===== src/rtl/apb_master_bridge.sv =====
// ---------------------------------------------------------------------------
// apb_master_bridge
//
// Purpose:
//   APB3 requester between the RISC-V core data bus and the APB peripherals.
//   It takes one core load/store request at a time and decodes its address
//   into a one-hot PSEL. It then runs the SETUP and ACCESS phases, waits for
//   PREADY from the selected slave, and returns the read data with a
//   one-cycle READY_O pulse. An address outside the APB window, or one that
//   points at a slave that does not exist, completes one cycle later with
//   ERR_O=1 and causes no bus activity.
//
// Optional feature (macro APB_MASTER_TIMEOUT_EN):
//   When the macro is defined, an ACCESS phase that sees no PREADY for
//   TIMEOUT_CYCLES cycles is aborted with ERR_O=1 and RDATA_O=0. When the
//   macro is not defined, ACCESS waits for PREADY with no limit.
//
// Parameters:
//   NUM_SLAVES      number of APB slaves / PSEL lines (1..16)
//   BASE_ADDR       APB window base; only bits [31:16] are compared
//   TIMEOUT_CYCLES  ACCESS cycles without PREADY before abort (macro only)
//
// Ports:
//   PCLK        in   clock
//   PRESET      in   synchronous active-high reset
//   TRANSFER_I  in   core request strobe, held by the core until READY_O
//   ADDR_I      in   [31:0] request byte address
//   WRITE_I     in   1=write, 0=read
//   WDATA_I     in   [31:0] write data
//   RDATA_O     out  [31:0] read data, valid while READY_O=1
//   READY_O     out  one-cycle completion pulse
//   ERR_O       out  error flag, valid while READY_O=1
//   PADDR       out  [31:0] APB address
//   PWDATA      out  [31:0] APB write data
//   PWRITE      out  APB direction
//   PSEL        out  [NUM_SLAVES-1:0] one-hot slave select
//   PENABLE     out  APB access phase
//   PRDATA_ALL  in   [32*NUM_SLAVES-1:0] slave k read data at [32k+31:32k]
//   PREADY_ALL  in   [NUM_SLAVES-1:0] slave k PREADY at bit k
// ---------------------------------------------------------------------------
module apb_master_bridge #(
  parameter int          NUM_SLAVES     = 4,
  parameter logic [31:0] BASE_ADDR      = 32'h1000_0000,
  parameter int          TIMEOUT_CYCLES = 16
) (
  input  logic                       PCLK,
  input  logic                       PRESET,
  input  logic                       TRANSFER_I,
  input  logic [31:0]                ADDR_I,
  input  logic                       WRITE_I,
  input  logic [31:0]                WDATA_I,
  output logic [31:0]                RDATA_O,
  output logic                       READY_O,
  output logic                       ERR_O,
  output logic [31:0]                PADDR,
  output logic [31:0]                PWDATA,
  output logic                       PWRITE,
  output logic [NUM_SLAVES-1:0]      PSEL,
  output logic                       PENABLE,
  input  logic [32*NUM_SLAVES-1:0]   PRDATA_ALL,
  input  logic [NUM_SLAVES-1:0]      PREADY_ALL
);

  // An illegal parameter set stops elaboration instead of building a bad decoder.
  if (NUM_SLAVES < 1 || NUM_SLAVES > 16 || TIMEOUT_CYCLES < 1) begin : g_param_check
    $error("apb_master_bridge: illegal parameter value");
  end

  typedef enum logic [1:0] {
    ST_IDLE,
    ST_SETUP,
    ST_ACCESS,
    ST_RESP
  } state_t;

  state_t                  state_q, state_d;
  logic [3:0]              idx_q, idx_d;
  logic [NUM_SLAVES-1:0]   psel_q, psel_d;
  logic                    penable_q, penable_d;
  logic [31:0]             paddr_q, paddr_d;
  logic [31:0]             pwdata_q, pwdata_d;
  logic                    pwrite_q, pwrite_d;
  logic [31:0]             rdata_q, rdata_d;
  logic                    ready_q, ready_d;
  logic                    err_q, err_d;

`ifdef APB_MASTER_TIMEOUT_EN
  localparam int CNT_W = $clog2(TIMEOUT_CYCLES + 1);
  // The abort fires in the ACCESS cycle in which the count would reach the limit.
  localparam logic [CNT_W-1:0] CNT_LAST = CNT_W'(TIMEOUT_CYCLES - 1);
  logic [CNT_W-1:0] cnt_q, cnt_d;
`endif

  logic        addr_mapped;
  logic        pready_sel;
  logic [31:0] prdata_sel;

  // Turns a slave index into its one-hot PSEL pattern.
  function automatic logic [NUM_SLAVES-1:0] decode_sel(input logic [3:0] idx);
    logic [NUM_SLAVES-1:0] sel;
    sel = '0;
    for (int k = 0; k < NUM_SLAVES; k++) begin
      if (idx == 4'(k)) sel[k] = 1'b1;
    end
    return sel;
  endfunction

  assign addr_mapped = (ADDR_I[31:16] == BASE_ADDR[31:16]) &&
                       ({28'd0, ADDR_I[15:12]} < 32'(NUM_SLAVES));

  // Only the latched slave's PREADY and PRDATA are seen; other slaves are ignored.
  always_comb begin
    pready_sel = 1'b0;
    prdata_sel = '0;
    for (int k = 0; k < NUM_SLAVES; k++) begin
      if (idx_q == 4'(k)) begin
        pready_sel = PREADY_ALL[k];
        prdata_sel = PRDATA_ALL[32*k +: 32];
      end
    end
  end

  // Next-state logic. The bus outputs are registered, so each branch sets
  // the values they must have in the state it is about to enter.
  always_comb begin
    state_d   = state_q;
    idx_d     = idx_q;
    psel_d    = '0;
    penable_d = 1'b0;
    paddr_d   = paddr_q;
    pwdata_d  = pwdata_q;
    pwrite_d  = pwrite_q;
    rdata_d   = rdata_q;
    ready_d   = 1'b0;
    err_d     = err_q;
`ifdef APB_MASTER_TIMEOUT_EN
    cnt_d     = cnt_q;
`endif

    case (state_q)
      ST_IDLE: begin
        if (TRANSFER_I) begin
          if (addr_mapped) begin
            state_d  = ST_SETUP;
            idx_d    = ADDR_I[15:12];
            paddr_d  = ADDR_I;
            pwrite_d = WRITE_I;
            pwdata_d = WDATA_I;
            psel_d   = decode_sel(ADDR_I[15:12]);
          end else begin
            // An unmapped request completes at once and the APB bus stays quiet.
            state_d = ST_RESP;
            ready_d = 1'b1;
            err_d   = 1'b1;
            rdata_d = '0;
          end
        end
      end

      ST_SETUP: begin
        state_d   = ST_ACCESS;
        psel_d    = decode_sel(idx_q);
        penable_d = 1'b1;
`ifdef APB_MASTER_TIMEOUT_EN
        cnt_d     = '0;
`endif
      end

      ST_ACCESS: begin
        if (pready_sel) begin
          // PREADY wins even in the cycle the timeout limit is reached.
          state_d = ST_RESP;
          ready_d = 1'b1;
          err_d   = 1'b0;
          rdata_d = pwrite_q ? 32'd0 : prdata_sel;
        end else begin
`ifdef APB_MASTER_TIMEOUT_EN
          if (cnt_q == CNT_LAST) begin
            state_d = ST_RESP;
            ready_d = 1'b1;
            err_d   = 1'b1;
            rdata_d = '0;
          end else begin
            cnt_d     = cnt_q + 1'b1;
            psel_d    = decode_sel(idx_q);
            penable_d = 1'b1;
          end
`else
          psel_d    = decode_sel(idx_q);
          penable_d = 1'b1;
`endif
        end
      end

      ST_RESP: begin
        state_d = ST_IDLE;
      end

      default: begin
        state_d = ST_IDLE;
      end
    endcase
  end

  // State and output registers, with a synchronous reset to the idle bus.
  always_ff @(posedge PCLK) begin
    if (PRESET) begin
      state_q   <= ST_IDLE;
      idx_q     <= '0;
      psel_q    <= '0;
      penable_q <= 1'b0;
      paddr_q   <= '0;
      pwdata_q  <= '0;
      pwrite_q  <= 1'b0;
      rdata_q   <= '0;
      ready_q   <= 1'b0;
      err_q     <= 1'b0;
`ifdef APB_MASTER_TIMEOUT_EN
      cnt_q     <= '0;
`endif
    end else begin
      state_q   <= state_d;
      idx_q     <= idx_d;
      psel_q    <= psel_d;
      penable_q <= penable_d;
      paddr_q   <= paddr_d;
      pwdata_q  <= pwdata_d;
      pwrite_q  <= pwrite_d;
      rdata_q   <= rdata_d;
      ready_q   <= ready_d;
      err_q     <= err_d;
`ifdef APB_MASTER_TIMEOUT_EN
      cnt_q     <= cnt_d;
`endif
    end
  end

  assign RDATA_O = rdata_q;
  assign READY_O = ready_q;
  assign ERR_O   = err_q;
  assign PADDR   = paddr_q;
  assign PWDATA  = pwdata_q;
  assign PWRITE  = pwrite_q;
  assign PSEL    = psel_q;
  assign PENABLE = penable_q;

endmodule


===== config.mk =====
export PLATFORM = sky130hd
export DESIGN_NAME = apb_master_bridge
export DESIGN_NICKNAME = d
export VERILOG_FILES = /design/src/rtl/apb_master_bridge.sv
export SDC_FILE = /design/constraint.sdc
export NUM_CORES = 1
export LEC_CHECK = 0
export BUFFER_PORTS_ARGS = -buffer_cell sky130_fd_sc_hd__buf_2
export CORE_AREA = 3 3 118 120
export DETAILED_ROUTE_END_ITERATION = 7
export DIE_AREA = 0 0 121 123
export GPL_TIMING_DRIVEN = 0
export PLACE_DENSITY = 0.74
export SLEW_MARGIN = 20
export SYNTH_ARGS = -nofsm -noshare
export SYNTH_HDL_FRONTEND = slang
export SYNTH_SLANG_ARGS = --single-unit
export TNS_END_PERCENT = 50

===== constraint.sdc =====
create_clock -name PCLK -period 3 [get_ports PCLK]
set_clock_uncertainty 0.05 [all_clocks]
set_input_delay 0.45 -clock PCLK [delete_from_list [all_inputs] [get_ports PCLK]]
set_output_delay 0.45 -clock PCLK [all_outputs]
set_load 0.01 [all_outputs]

### Word-level counts from Yosys, hierarchy flattened

Cells that the tools add are included.

* output and inout port bits: 104
* register bits: 110
* word-level logic and storage cells: 71
* bits of input ports: 200

* equal/unequal tests: 13
* mux-type cells: 39
* reduce and logical (&&, ||, !) cells: 8
* $lt $le $gt $ge: 1

Operator list (count)
* $mux 32: 8
* $pmux 32 s2: 1
* $mux 1: 19
* $eq 16x13->1 const B: 1
* $eq 4x2->1 const B: 4
* $mux 4: 3
* $pmux 4 s3: 1
* $eq 4x1->1 const B: 2
* $logic_not 4->1: 2
* $pmux 2 s4: 1
* $mux 2: 3
* $ne 2x2->1 const B: 3
* $pmux 1 s2: 3
* $eq 2x2->1 const B: 2
* $lt 4x3->1 const B: 1
* $reduce_and 4->1: 1
* $reduce_and 3->1: 1
* $eq 2x1->1 const B: 1
* $logic_not 2->1: 1
* $reduce_and 2->1: 1
* $reduce_bool 2->1: 1
* $logic_and 1x1->1: 1

### Longest topological paths before layout

* word-level depth: 8
* mapped depth: 9
* gate-level depth less buffers: 6

### Worst setup path after synthesis

No wires, ideal clock.

* path type: flip-flop to flip-flop
* start: register idx_q[0]
* end: register rdata_q[21] (netlist: RDATA_O[21])
* cell stages (with the launch flop): 8
* clock period less this slack: 1.901 ns
* path slack: 1.099 ns
* arrival: 1.732 ns
* cells stage by stage: dfxtp_1 -> buf_2 -> mux4_2 -> a21boi_2 -> nor2_2 -> nand3_1 -> buf_2 -> o2bb2ai_1

* longest elaborated chain between the ends: 8
* elaborated cells on any way between the ends: 17
* those cells by class: 4 x eq/ne; 11 x mux; 2 x reduce/logical

Ends and longest elaborated chain
* start: declaration: RTL line 77 `logic [3:0] idx_q, idx_d;`
* start signal: assignment: RTL line 223 `idx_q <= idx_d;`
* $logic_not 4->1: RTL line 116 `if (idx_q == 4'(k)) begin`
* $mux 32 (4 in a row): RTL line 116
* $mux 32: RTL line 175 `rdata_d = pwrite_q ? 32'd0 : prdata_sel;`
* $mux 32: RTL line 170 `if (pready_sel) begin`
* $pmux 32 s2: RTL line 140 `case (state_q)`
* end signal: assignment: RTL line 229 `rdata_q <= rdata_d;`
* end: declaration: RTL line 83 `logic [31:0] rdata_q, rdata_d;`

Parallel ways exist; a longest one is shown, timed or not. The select of a mux whose other input is x is not followed.
A chain may end at the register's enable or synchronous reset.

### Worst setup path in the final report

* start: register idx_q[0]
* end: register rdata_q[18] (netlist: RDATA_O[18])

Same word-level chain as after synthesis.

==> summary.md <==
| Metric | Value |
|---|---|
| Status | completed |
| CP Launch Type | flip-flop |
| Postcts setup bufs | 0 |
| Syn. warnings | 0 |
| Routed Antenna Nets | 0 |
| Fin. Hold Viols | 0 |
| Period utilisation layout | 78.52% |
| Comb power frac | 21.5% |
| Asr flop ratio synth | 0% |
| Peak VDD IR | 0.0002919 V |
| Grt total ovfl | 0 |
| Clk root buf | clkbuf_16 |
| Max FO, Critical Path | 10 |
| Initial antenna violation count | 0 |
| IO Port Bufs | 303 |
| Post-route insts no fill | 987 |
| Sequential power share | 43.3% |
| Via count of the first global-routing pass | 4,454 |
| Post-Place Cells | 971 |
| Drt pass-1 iters | 4 |
| CTS Hold Bufs | 0 |
| Post-synth design cell area | 4611 um^2 |
| PD cells | 543.9 nW/um^2 |
| Largest cells by area after synthesis | dfxtp_1 (46%), mux2_2 (16%), nand2_1 (8.0%) |
| Die X | 121 um |
| Netlist cell types | 37 |
| Row count | 42 |
| IO Count | 304 |
| CP Class | reg -> reg |
| #FFs+latches synth | 106 |
| Htree depth | 3 |
| Syn Area/Cell | 9.371 um^2 |
| P&R area growth vs syn | 44.78% |
| Delay-heaviest family, CP | multiplexers |
| Setup TNS | 0 ns |
| Leading area contributor after synthesis | dfxtp_1 |
| Internal cell power | 2.620 mW |
| Core Region | 13,090 um^2 |
| Initial Util | 35.24% |
| Tot Pwr | 3.631 mW |
| Starting DRT DRC Count | 211 |
| Final min period | 2.356 ns |
| WL final | 15.12 mm |
| CTS Sinks | 106 |
| Detailed-route via count | 4,697 |
| Global placer's final weighted congestion | 0.8371 |
| Crit path cell chain | buf_2 > mux4_2 > a21boi_2 > nor2_2 > nand3_1 > buf_2 > o2bb2ai_1 |
| DIE AREA | 14,880 um^2 |
| GR Util All Layers | 19.20% |
| Class of the worst hold path | in -> reg |
| Max-slew violation count | 0 |
| Least-Margin Pin Slew | 0.7050 ns |
| Number of synthesized flops with an enable pin | 0 |
| Crit path top cell by count | buf_2 |
| Worst Path Required | 3.18 ns |
| Die Span Y | 123 um |
| Clk network pwr share | 35.2% |
| CTS tree | done |
| CP Buf/Inv Count | 2 |
| Top achievable clock speed | 424.5 MHz |
| DP Wirelength | 12.23 mm |
| Cells after Synth | 492 |
| First-pass GRT wire length | 22.43 mm |
| CP Capture Type | flip-flop |
| Arrival @ worst endpoint | 2.53 ns |
| Clock slew at reported path FFs | 0.07 ns |
| Wire per inst | 15.31 um |
| Worst skew pair latency | 0.34 ns |
| NetSw | 1.010 mW |
| RSZ-0062 raised after global routing | false |
| Final #Nets | 1,010 |
| Via/cell ratio | 4.759 |
| Max-slew headroom | 53.00% |
| Critical path's largest stage delay | 0.60 ns |
| Hold slack | 0.2904 ns |
| Slowest cell on crit path | mux4_2 |
| Yosys top cell area share | 46.02% |
| Number of inserted diodes | 0 |
| Final Setup Violations | 0 |
| Num CTS Buffers | 9 |
| Leakage Power | 3.078 nW |
| DRC | 0 |
| Top_reg_cell synth | dfxtp_1 |
| Clk buf depth | 2 |
| Max Cap Viol | 0 |
| Synth Net Count | 696 |
| Resized Gates After CTS | 0 |
| Final setup margin | 0.6445 ns |
| Fraction of layout instances using a drive strength above 1 | 49.57% |
| Net Sw Frac | 27.83% |
| Setup WS pre-CTS | 0.6283 ns |
| Register area share after synthesis | 46.02% |
| Largest net degree at the start of global routing | 19 |
layout make-up:
| class | count | area [um^2] |
|---|---|---|
| fill | 1230 | 6410 |
| timing repair buffer | 303 | 1516 |
| clock inverter | 7 | 102.6 |
| inverter | 4 | 15.01 |
| clock buffer | 9 | 225.2 |
| sequential | 106 | 2122 |
| tap | 176 | 220.2 |
| buffer | 39 | 187.7 |
| multi-input combinational | 343 | 2286 |
cell usage after synthesis (2+ instances only):
| library cell | n |
|---|---|
| nor2_1 | 11 |
| buf_4 | 2 |
| mux2_2 | 64 |
| o22ai_1 | 34 |
| o21ai_0 | 4 |
| buf_2 | 8 |
| and3b_1 | 2 |
| clkbuf_1 | 25 |
| buf_6 | 3 |
| a21oi_1 | 49 |
| dfxtp_1 | 106 |
| inv_1 | 4 |
| o2bb2ai_1 | 32 |
| nand3_1 | 3 |
| a31oi_1 | 2 |
| and2_1 | 19 |
| ha_1 | 4 |
| nor4_1 | 3 |
| o211ai_1 | 2 |
| nand2_1 | 98 |
cell usage in the layout (no fill, tap or decap), drive strengths merged, types with 2 or more instances in the layout:
master     n
buf      316
dfxtp    106
nand2     98
mux2      64
a21oi     50
clkbuf    35
o22ai     34
o2bb2ai   32
and2      19
nor2      12
inv        5
o21ai      4
ha         4
nor4       3
nand3      3
clkinv     3
and3b      2
a31oi      2
o211ai     2
bufinv     2
through the flow:
stage	area [um^2]	utilization, %
detailed placement	6347	48.51
CTS	6675	51.01
global placement	6347	48.51
global route	6675	51.01
finish	6675	51.01
floorplan	4611	-
power groups by stage:
stage / registers (mW) / logic [mW] / clock network, mW
2_1_floorplan: 1.65 / 0.400 / 0
3_3_place_gp: 1.60 / 0.780 / 0
3_5_place_dp: 1.60 / 0.785 / 0
4_1_cts: 1.57 / 0.789 / 1.32
5_1_grt: 1.58 / 0.866 / 1.36
6_report: 1.57 / 0.779 / 1.28
cells by family (layout without fill, tap and decap cells):
family	Yosys count	in the layout	synth area share [%]
AND/OR/NAND/NOR	148	148	14.55
AO/OA/AOI/OAI	126	126	17.83
multiplexers	65	65	16.12
adder cells (fa/ha/maj)	4	4	1.086
buffers and inverters	43	362	4.396
flip-flops	106	106	46.02
sequential cells by signal (all words and copies together), names as in the netlist:
register and cells:
PWDATA 32, RDATA_O 32, PADDR 29, PSEL 4, idx_q 3, state_q 2
ERR_O 1, PENABLE 1, PWRITE 1, READY_O 1
final timing paths:
kind	start	end	slack [ns]	cells past startpoint
worst max-delay path	idx_q[0]	RDATA_O[18]	0.64	7
worst min-delay path	WDATA_I[12]	PWDATA[12]	0.29	3
worst max register to register	idx_q[0]	RDATA_O[18]	0.64	7
worst min register to register	PADDR[4]	PADDR[4]	0.40	2
layer usage:
metal / GRT usage (%) / part of all wire [%] / up-vias
met5: 0 / 0 / -
met4: 8.286 / 2.4 / 0
met3: 5.398 / 8.5 / 24
met2: 33.66 / 49 / 190
met1: 21.92 / 40 / 2113
li1: - / - / 2370
tightest hold or removal path: stages:
cell     delay (ns)
buf_2          0.09
nand2_1        0.04
a21oi_1        0.05
Note: power is estimated with default switching activity, not from simulation.
